==> src/rtl/seg7_pkg.sv <==
// Shared constants and types for the seven-segment display controller.
// HEX_SEG holds the active-high a..g pattern (bit 0 = a, bit 6 = g) for each
// nibble value 0..F. SEG_BLANK is the all-off pattern before polarity.
// RAW_BIT selects raw-segment mode inside a digit register.
package seg7_pkg;

   localparam int RAW_BIT = 7;

   localparam logic [6:0] SEG_BLANK = 7'h00;

   // Entry 15 is listed first so that HEX_SEG[n] is the pattern for nibble n.
   localparam logic [15:0][6:0] HEX_SEG = {
      7'h71, 7'h79, 7'h5E, 7'h39, 7'h7C, 7'h77, 7'h6F, 7'h7F,
      7'h07, 7'h7D, 7'h6D, 7'h66, 7'h4F, 7'h5B, 7'h06, 7'h3F
   };

   typedef logic [7:0] digit_t;

endpackage

==> src/rtl/seg7_hex_decode.sv <==
// Combinational hex-nibble to seven-segment decoder (active-high pattern).
// Ports:
//   nibble  in  4 : value 0..F
//   seg     out 7 : segments g..a, bit 0 = a
module seg7_hex_decode
   import seg7_pkg::*;
(
   input  logic [3:0] nibble,
   output logic [6:0] seg
);

   assign seg = HEX_SEG[nibble];

endmodule

==> src/rtl/seg7_display_ctrl.sv <==
// N-digit seven-segment display controller with per-digit hex/raw registers,
// leading-zero blanking, optional timed blinking and a registered segment bus.
// Optional feature: define SEG7_BLINK_EN to build the blink counter, blink
// phase and blink mask. Without it ctrl_blink is ignored and nothing blinks.
// Ports:
//   clk, reset            : clock, synchronous active-high reset
//   wr_en/wr_digit/wr_data: digit register write (bit 7 = raw flag)
//   ctrl_wr/ctrl_blink/ctrl_lzb : control write (blink mask, LZB enable)
//   rd_digit/rd_data      : digit register read-back, 1-cycle latency
//   seg_out               : 7 bits per digit, digit i at [7i+6:7i]
module seg7_display_ctrl
   import seg7_pkg::*;
#(
   parameter int NUM_DIGITS = 8,
   parameter int BLINK_DIV  = 25_000_000,
   parameter bit ACTIVE_LOW = 1'b1,
   localparam int DAW = (NUM_DIGITS > 1) ? $clog2(NUM_DIGITS) : 1
)(
   input  logic                    clk,
   input  logic                    reset,
   input  logic                    wr_en,
   input  logic [DAW-1:0]          wr_digit,
   input  logic [7:0]              wr_data,
   input  logic                    ctrl_wr,
   input  logic [NUM_DIGITS-1:0]   ctrl_blink,
   input  logic                    ctrl_lzb,
   input  logic [DAW-1:0]          rd_digit,
   output logic [7:0]              rd_data,
   output logic [7*NUM_DIGITS-1:0] seg_out
);

   localparam logic [6:0] SEG_OFF = ACTIVE_LOW ? ~SEG_BLANK : SEG_BLANK;
   localparam logic [7*NUM_DIGITS-1:0] SEG_OFF_ALL = {NUM_DIGITS{SEG_OFF}};

   digit_t                  digit_q [NUM_DIGITS];
   digit_t                  digit_d [NUM_DIGITS];
   logic                    lzb_q, lzb_d;
   logic [7:0]              rd_data_q, rd_data_d;
   logic [7*NUM_DIGITS-1:0] seg_out_q, seg_out_d;
   logic [6:0]              hex_pat [NUM_DIGITS];
   logic [NUM_DIGITS-1:0]   lz_blank;
   logic [NUM_DIGITS-1:0]   blink_on;
   logic [31:0]             wr_idx, rd_idx;

   // Widen indices so the range test also rejects codes beyond NUM_DIGITS-1
   // when NUM_DIGITS is not a power of two.
   assign wr_idx = 32'(wr_digit);
   assign rd_idx = 32'(rd_digit);

   for (genvar g = 0; g < NUM_DIGITS; g++) begin : g_dec
      seg7_hex_decode u_dec (
         .nibble (digit_q[g][3:0]),
         .seg    (hex_pat[g])
      );
   end

   always_comb begin
      for (int i = 0; i < NUM_DIGITS; i++) digit_d[i] = digit_q[i];
      if (wr_en && (wr_idx < 32'(NUM_DIGITS))) digit_d[wr_digit] = wr_data;
      rd_data_d = '0;
      if (rd_idx < 32'(NUM_DIGITS)) rd_data_d = digit_q[rd_digit];
      lzb_d = ctrl_wr ? ctrl_lzb : lzb_q;
   end

   // A digit stays blanked only while every digit from the top down to it is a
   // hex zero; digit 0 is excluded so the display never goes fully dark.
   always_comb begin
      logic leading;
      leading  = lzb_q;
      lz_blank = '0;
      for (int i = NUM_DIGITS - 1; i > 0; i--) begin
         leading     = leading && !digit_q[i][RAW_BIT] && (digit_q[i][3:0] == 4'h0);
         lz_blank[i] = leading;
      end
   end

`ifdef SEG7_BLINK_EN
   localparam int BCW = $clog2(BLINK_DIV);
   localparam logic [BCW-1:0] BLINK_LAST = BCW'(BLINK_DIV - 1);

   logic [BCW-1:0]        blink_cnt_q, blink_cnt_d;
   logic                  blink_phase_q, blink_phase_d;
   logic [NUM_DIGITS-1:0] blink_mask_q, blink_mask_d;

   always_comb begin
      blink_mask_d = ctrl_wr ? ctrl_blink : blink_mask_q;
      if (blink_cnt_q == BLINK_LAST) begin
         blink_cnt_d   = '0;
         blink_phase_d = ~blink_phase_q;
      end else begin
         blink_cnt_d   = blink_cnt_q + BCW'(1);
         blink_phase_d = blink_phase_q;
      end
   end

   always_ff @(posedge clk) begin
      if (reset) begin
         blink_cnt_q   <= '0;
         blink_phase_q <= 1'b0;
         blink_mask_q  <= '0;
      end else begin
         blink_cnt_q   <= blink_cnt_d;
         blink_phase_q <= blink_phase_d;
         blink_mask_q  <= blink_mask_d;
      end
   end

   assign blink_on = blink_mask_q & {NUM_DIGITS{blink_phase_q}};
`else
   localparam int unused_blink_div = BLINK_DIV;
   logic unused_ctrl_blink;
   assign unused_ctrl_blink = ^ctrl_blink;
   assign blink_on = '0;
`endif

   always_comb begin
      logic [6:0] pat;
      pat       = SEG_BLANK;
      seg_out_d = SEG_OFF_ALL;
      for (int i = 0; i < NUM_DIGITS; i++) begin
         pat = digit_q[i][RAW_BIT] ? digit_q[i][6:0] : hex_pat[i];
         if (lz_blank[i] || blink_on[i]) pat = SEG_BLANK;
         seg_out_d[7*i +: 7] = ACTIVE_LOW ? ~pat : pat;
      end
   end

   always_ff @(posedge clk) begin
      if (reset) begin
         for (int i = 0; i < NUM_DIGITS; i++) digit_q[i] <= '0;
         lzb_q     <= 1'b0;
         rd_data_q <= '0;
         seg_out_q <= SEG_OFF_ALL;
      end else begin
         for (int i = 0; i < NUM_DIGITS; i++) digit_q[i] <= digit_d[i];
         lzb_q     <= lzb_d;
         rd_data_q <= rd_data_d;
         seg_out_q <= seg_out_d;
      end
   end

   assign rd_data = rd_data_q;
   assign seg_out = seg_out_q;

endmodule

==> config.mk <==
export PLATFORM = sky130hd
export DESIGN_NAME = seg7_display_ctrl
export DESIGN_NICKNAME = d
export VERILOG_FILES = /design/src/rtl/seg7_pkg.sv /design/src/rtl/seg7_hex_decode.sv /design/src/rtl/seg7_display_ctrl.sv
export SDC_FILE = /design/constraint.sdc
export NUM_CORES = 1
export LEC_CHECK = 0
export ABC_AREA = 1
export CAP_MARGIN = 20
export CORE_MARGIN = 3
export CORE_UTILIZATION = 25
export DETAILED_ROUTE_END_ITERATION = 12
export SLEW_MARGIN = 0
export SYNTH_ARGS = -nofsm -noshare
export SYNTH_HDL_FRONTEND = slang
export SYNTH_SLANG_ARGS = --single-unit
export TNS_END_PERCENT = 20
==> constraint.sdc <==
create_clock -name clk -period 1.6 [get_ports clk]
set_input_delay 0.16 -clock clk [delete_from_list [all_inputs] [get_ports clk]]
set_output_delay 0.16 -clock clk [all_outputs]
set_load 0.02 [all_outputs]
# == After elaboration in Yosys (flattened, before gate mapping) ==
# Memory sizes are Yosys's and may differ from the RTL's. A register that Yosys moved wholly into a read port is not among the register bits.
# Cells that the tools add are included.
# Widths: inputs -> output; s select.
# totals
romBits,896
out_inout_bits,64
register_bits,57
memories,9
wordCells,110
in_bits,27
mem_bits_rw,64
# classes
order_cmp,12
reduce_logical,31
n_bitwise,18
muxes,38
# memory_table
name,words,word_bits,rd,rd_clocked_by_memory_dff,wr,line_no,source
(name not given),16,7,1,0,0,seg7_hex_decode.sv:12,assign seg = HEX_SEG[nibble];
(name not given),16,7,1,0,0,seg7_hex_decode.sv:12,
(name not given),16,7,1,0,0,seg7_hex_decode.sv:12,
(name not given),16,7,1,0,0,seg7_hex_decode.sv:12,
(name not given),16,7,1,0,0,seg7_hex_decode.sv:12,
(name not given),16,7,1,0,0,seg7_hex_decode.sv:12,
+3 memories,--,--,--,--,--,--,
# ops
cell,n
$mux 7,23
$mux 8,9
$bwmux 64,1
$mux 64,1
$not 7->7,8
$lt 4x5->1 const B,8
$logic_not 4->1,7
$demux 8 s3,1
$logic_and 1x1->1,16
$lt 3x4->1 const B,2
$or 1x1->1,8
$logic_not 1->1,7
$ge 4x4->1 const B,1
$lt 4x1->1 const B,1
$not 3->4,1
$mux 1,3
$reduce_or 2->1,1
$not 1->1,1

# == Longest topological paths before layout ==
# Gate-level depths: netlist (run 1).
# An unclocked memory read counts as a cell.
# logic_depth
word_depth,18
depth_mapped,10
mapped_depth_nobuf,10

# == Cells and area by module ==
# A second synthesis (run 1) with hierarchy kept.
# unflattened
cells_unflattened,1077
area_unflattened_um2,7392.1
# modules_own_cells
module,seq_area_each_um2,cells_per_inst,area_each_um2,n_inst
seg7_display_ctrl,2582.5,645,5109.9,1
seg7_hex_decode,0.0,54,285.3,8

# == Worst setup path after synthesis (run 1) ==
# No wires, ideal clock.
# synth_path
path_type,register -> register
start,memory digit_q[7][1] (netlist bit)
end,register seg_out_q[37] (netlist: seg_out[37])
stages_incl_launch_ff,9
path_slack_ps,70
t_arrival_ps,1387
synth_period_minus_slack_ps,1530
required_time_ps,1457
setup_time_ps,143
cell_sequence,dfxtp_1 > inv_1 > ha_1 > nand2_1 > nor2_1 > nand2_1 > nor2_4 > a21oi_1 > o211ai_1
# synth_rtl
item,line_no,source
"start, declared",seg7_display_ctrl.sv:35,digit_t digit_q [NUM_DIGITS];
"end signal, assigned",seg7_display_ctrl.sv:137,seg_out_q <= seg_out_d;
"end, declared",seg7_display_ctrl.sv:39,"logic [7*NUM_DIGITS-1:0] seg_out_q, seg_out_d;"

==> results.py, run 1 <==
metrics = {
    "run_status": {
        "status": "finished, final reports clean",
    },
    "pwr": {
        "power_density_nw_per_um2": 1010,
        "leakage_nw": 3.73,
        "peakVddDrop_v": 0.000508,
    },
    "timing": {
        "fin_tns_setup_ps": 0,
        "period_needed_ps": 1580,
        "worstMarginPinSlew_ps": 455,
        "fin_skew_ps": 8.92,
        "hold_viol_final": 0,
        "rsz0062_at_grt": "true",
        "setup_violations": 0,
        "finalMaxSlewViolations": 0,
        "slew_headroom": 0.696,
        "fin_crit_sh": 0.989,
        "whs_ps": 293,
        "max_freq_mhz": 632,
    },
    "yosys": {
        "yosysWarnings": 0,
        "syn-num-nets": 982,
        "syn_avg_cell_area_um2": 7.35,
        "mappedNetlistArea_um2": 6670,
        "synth.distinct_cells": 37,
        "synth_ff_type": "dfxtp_1",
        "async_flop_share": 0,
        "synth-edff-count": 0,
        "synth_top_area_frac": 0.387,
        "syn_inst": 907,
        "yosys-top-cells-area": "dfxtp_1 (39%), o21ai_0 (10%), ha_1 (9.0%)",
        "ys_ff_latch": 129,
        "yosysTopAreaCell": "dfxtp_1",
        "seq_area_frac_synth": 0.387,
    },
    "global_routing": {
        "grt_max_degree": 42,
        "grt_pass1_wl_um": 33700,
        "grt_overflow": 0,
        "grt_antenna_before_repair": 0,
        "track_usage": 0.148,
        "grt_pass1_vias": 6327,
    },
    "detailed_routing": {
        "drt_iter0_markers": 594,
        "vias_per_cell": 4.79,
        "vias": 6620,
        "ant_nets": 0,
        "remaining_drc_errors": 0,
        "firstDrtPassIters": 5,
        "wire_per_inst_um": 15.1,
        "wl_um": 20900,
    },
    "final_layout": {
        "nets": 1109,
        "fin_cells": 1381,
        "register_area_um2": 2580,
        "area_growth_syn_to_layout_pct": 33.7,
        "layout-drive-gt1-share": 0.124,
        "multi_input_area_um2": 3640,
        "n_antenna_cell": 0,
        "n_fill_cell": 2790,
        "post-route-cell-area_um2": 8920,
    },
    "clocking": {
        "htree_levels": 4,
        "clk_latency_ps": 420,
        "clock-sinks": 129,
        "cts.clk_slew.worst_paths_ps": 50,
        "cts_tree": "done",
        "cts_buffer_depth": 2,
        "cts_buffers": 17,
        "cts_hold_buf": 0,
        "cts_root_buffer": "clkbuf_16",
    },
    "placement": {
        "dpl_cell_area_um2": 8280,
        "gp_congestion": 0.896,
        "dp_cells": 1350,
        "hpwl_um": 15300,
        "port_buffers": 82,
    },
    "floorplan": {
        "die_x_um": 169,
        "core_area_um2": 26100,
        "initial_utilization": 0.255,
        "io_pins": 91,
        "die_h_um": 169,
        "die-area_um2": 28700,
        "row_count": 59,
    },
    "worst_setup_path": {
        "crit_type": "register to register",
        "required_ps": 1960,
        "path_max_fanout": 7,
        "crit_path_end_kind": "register",
        "critical_path_arrival_ps": 1940,
        "cp-start-kind": "register",
    },
    "worst_hold_path": {
        "min_path_type": "input port to register",
    },
    "flow_run": {
        "cap_violations": 0,
    },
}
==> worst max-delay path, stage by stage (launching register included) <==
cell and delay (ps):
dfxtp_2 320, inv_2 80, ha_4 160, nand2_4 50, nor2_4 110, nand2_2 70
nor2_4 170, nand3_4 120, nor2_8 190, nand3_4 150, nand2_1 100
==> registers in the layout (all words and copies together) (netlist names) <==
signal / cells
lzb_q: 1
digit_q: 64
seg_out: 56
rd_data: 8
==> worst paths after layout <==
path            startpoint             to  slack, ps  cells after the start
max          digit_q[7][1]     seg_out[7]         20                     10
min               ctrl_lzb          lzb_q        290                      3
max reg2reg  digit_q[7][1]     seg_out[7]         20                     10
min reg2reg  digit_q[6][6]  digit_q[6][6]        500                      2
==> layout make-up <==
cell class,count,area share
Clock buffer,20,0.0490
Clock inverter,11,0.0157
Inverter,83,0.0349
Multi-Input combinational cell,651,0.408
Sequential cell,129,0.290
Tap cell,335,0.0470
Timing Repair Buffer,152,0.156
==> what timing repair did <==
item                       CTS  global route
setup buffers                0             0
gates cloned                 0             0
resized for setup            2            21
pin swaps                    0             8
setup endpoints to repair    4            43
==> cell usage after synthesis, types with 2 or more instances <==
library cell and count:
a32oi_1 3, o21ai_0 135, clkbuf_1 24, o221ai_1 2
nor2_1 95, o22ai_1 11, nand3_4 2, nor4_1 4
nand2_1 121, o211ai_1 23, dfxtp_1 129, a31oi_1 10
ha_1 48, inv_1 75, nor3_1 12, nor2_4 5
a22oi_1 4, clkinv_1 5, a21oi_1 115, inv_2 3
buf_2 18, or2_2 2, nand3_1 46, a211oi_1 2
==> placed cells by master (no fill, tap or decap), types with 2 or more instances in the layout <==
cell	synthesis	routed
nor4_1	4	4
clkbuf_1	24	3
nand3_2	1	2
clkinv_4	0	2
clkinv_1	5	5
a32oi_1	3	3
nand2_1	121	115
buf_4	1	66
clkinv_2	0	5
inv_1	75	71
o22ai_1	11	11
nand2_2	0	5
o221ai_1	2	2
clkbuf_16	0	17
dfxtp_2	0	2
ha_1	48	47
o21ai_0	135	134
a22oi_1	4	4
a31oi_1	10	10
clkdlybuf4s50_1	0	80
nand3_1	46	45
nor2_4	5	6
a211oi_1	2	2
nand2_4	1	2
dfxtp_1	129	127
inv_2	3	7
nor2_1	95	93
buf_12	0	3
bufinv_16	0	3
nand3_4	2	2
or2_2	2	2
nor3_1	12	12
o211ai_1	23	23
a21oi_1	115	115
==> metrics by stage <==
step / setup WS [ps] / power, mW / utilization
final: 18.2 / 9.03 / 0.341
after global routing: -58.9 / 9.44 / 0.341
after CTS: 7.09 / 9.10 / 0.339
after detailed placement: -70.3 / 5.22 / 0.317
after global placement: -58.3 / 5.21 / 0.317
after floorplan: 69.9 / 4.46 / -
==> report_power, final <==
group / switching (mW) / internal, mW / total (mW)
clock: 1.43 / 2.43 / 3.86
sequential: 0.112 / 3.44 / 3.55
combinational: 0.930 / 0.689 / 1.62
total: 2.48 / 6.56 / 9.03
==> routing by layer <==
layer	global-route usage	up-vias	share of wire
li1	-	3343	-
met1	0.200	3028	0.47
met2	0.233	212	0.45
met3	0.0282	37	0.054
met4	0.0590	0	0.024
met5	0	-	0
==> logic make-up (layout without fill, tap and decap cells) <==
kind of cell    Yosys count  count (layout)  share of synthesized area
buf+inv                 127             266                     0.0754
simple gates            292             292                      0.193
flops                   129             129                      0.387
compound gates          311             311                      0.254
fa+ha+maj                48              48                     0.0900
No activity file was read; power rests on OpenSTA's default activity.
==> inputs of run 2 (changes only) <==
==> constraint.sdc (replaced) <==
create_clock -name clk -period 1.6 [get_ports clk]
set_input_delay 0.16 -clock clk [delete_from_list [all_inputs] [get_ports clk]]
set_output_delay 0.16 -clock clk [all_outputs]
set_load 0.005 [all_outputs]
==> results.py, run 2 (synthesis gave the netlist of run 1 again) <==
metrics = {
    "run_status": {
        "status": "finished, final reports clean",
    },
    "final_layout": {
        "final_common_cell": "o21ai_0",
        "post-route-cell-area_um2": 8920,
        "area_growth_syn_to_layout_pct": 33.7,
        "n_antenna_cell": 0,
        "final_core_util": 0.341,
        "fin_cells": 1381,
        "layout-drive-gt1-share": 0.124,
        "largest_reg_flops": 64,
        "n_fill_cell": 2791,
        "layout_common_cells": "o21ai_0 (134), dfxtp_1 (127), a21oi_1 (115), nand2_1 (115), nor2_1 (93)",
        "largest-register": "digit_q",
        "nets": 1109,
    },
    "timing": {
        "whs_ps": 294,
        "finalMaxSlewViolations": 0,
        "fin_skew_ps": 8.93,
        "fin_crit_sh": 0.990,
        "setup_violations": 0,
        "slew_headroom": 0.696,
        "hold_viol_final": 0,
        "max_freq_mhz": 632,
        "rsz0062_at_grt": "true",
        "period_needed_ps": 1580,
        "worstMarginPinSlew_ps": 455,
    },
    "global_routing": {
        "grtUsageMet1": 0.200,
        "track_usage": 0.148,
        "grt_use_met3": 0.0282,
        "grt_max_degree": 42,
        "grt_overflow": 0,
        "grt_pass1_wl_um": 33700,
        "grt_pass1_vias": 6327,
        "grt_antenna_before_repair": 0,
        "grt_use_met2": 0.233,
        "busiest_layer": "met2",
    },
    "worst_setup_path": {
        "r2r_cells": 10,
        "crit_chain": "inv_2 -> ha_4 -> nand2_4 -> nor2_4 -> nand2_2 -> nor2_4 -> nand3_4 -> nor2_8 -> nand3_4 -> nand2_1",
        "crit_path_max_incr_delay_ps": 320,
        "crit_type": "register to register",
        "crit_path_end_kind": "register",
        "path_max_fanout": 7,
        "critical-path-top-delay-family": "simple AND/OR/NAND/NOR gates",
        "r2r-end": "seg_out[7]",
        "cp-start-kind": "register",
        "regToRegStartpoint": "digit_q[7][1]",
        "rrSetupSlack_ps": 20,
        "required_ps": 1960,
        "critical_path_arrival_ps": 1940,
        "crit_buf_inv": 1,
        "slowest_stage": "dfxtp_2",
    },
    "detailed_routing": {
        "vias_per_cell": 4.79,
        "ant_nets": 0,
        "firstDrtPassIters": 5,
        "vias": 6612,
        "remaining_drc_errors": 0,
        "wire_per_inst_um": 15.1,
        "drt_iter0_markers": 594,
        "wl_um": 20800,
    },
    "floorplan": {
        "row_count": 59,
        "core_area_um2": 26100,
        "die-area_um2": 28700,
        "die_h_um": 169,
        "initial_utilization": 0.255,
        "die_x_um": 169,
        "io_pins": 91,
    },
    "flow_run": {
        "cap_violations": 0,
    },
    "clocking": {
        "clk_latency_ps": 420,
        "cts_buffer_depth": 2,
        "cts_tree": "done",
        "htree_levels": 4,
        "cts.clk_slew.worst_paths_ps": 50,
        "clock-sinks": 129,
        "cts_buffers": 17,
        "cts_root_buffer": "clkbuf_16",
        "cts_hold_buf": 0,
    },
    "pwr": {
        "power_density_nw_per_um2": 992,
        "leakage_nw": 3.71,
        "peakVddDrop_v": 0.000507,
    },
    "worst_hold_path": {
        "hold_start": "ctrl_lzb",
        "min_to": "lzb_q",
        "min_path_type": "input port to register",
        "hold_depth": 3,
    },
    "placement": {
        "port_buffers": 82,
        "dp_cells": 1350,
        "hpwl_um": 15300,
        "gp_congestion": 0.896,
        "dpl_cell_area_um2": 8280,
    },
}
## run 2: cell count changes in the layout (fill, tap and decap cells not counted)
cell	delta
dlygate4sd2_1	-1
dlymetal6s2s_1	-1
clkdlybuf4s50_1	+2
## run 2: worst max path at each step
stage	to	slack, ps	from	depth (start not counted)
finish	seg_out[7]	20	digit_q[7][1]	10
detailed placement	digit_q[4][6]	-70	wr_digit[2]	6
global route	seg_out[7]	-60	digit_q[7][1]	10
global placement	digit_q[4][0]	-60	wr_digit[2]	6
floorplan	seg_out[37]	70	digit_q[7][1]	8
CTS	seg_out[13]	20	digit_q[7][1]	10
## run 2: what timing repair did
action,in CTS,in global routing
setup buffers,0,0
pin swaps,0,8
resized for setup,1,20
endpoints found under the setup margin,3,42
## run 2: routing by layer
layer  wire, µm  vias to the layer above
li1           -                     3343
met1       9790                     3024
met2       9410                      202
met3       1100                       43
met4        526                        0
met5          0                        -
## run 2: power breakdown
group          total [mW]  leakage, nW  internal (mW)  switching [mW]
clock network        3.86        0.283           2.43            1.43
registers            3.55         1.07           3.44           0.112
logic                1.43         2.36          0.687           0.743
total                8.84         3.71           6.55            2.29
## run 2: worst min-delay path: stages
cell and delay (ps):
clkdlybuf4s50_1 400, inv_1 50, a21oi_1 50
## run 2: through the flow
step	TNS [ps]	total power, mW	worst slack [ps]
floorplan	0	4.27	69.9
global placement	-475	5.02	-58.3
detailed placement	-624	5.03	-70.3
CTS	0	8.92	24.0
global route	-361	9.26	-58.9
finish	0	8.84	16.7
## run 2: layout make-up
class | count | area (µm²) | area share
multi-input combinational | 651 | 3640 | 0.408
clock buffer | 20 | 437 | 0.0490
sequential | 129 | 2580 | 0.290
tap | 335 | 419 | 0.0470
clock inverter | 11 | 140 | 0.0157
timing repair buffer | 152 | 1390 | 0.156
inverter | 83 | 312 | 0.0349
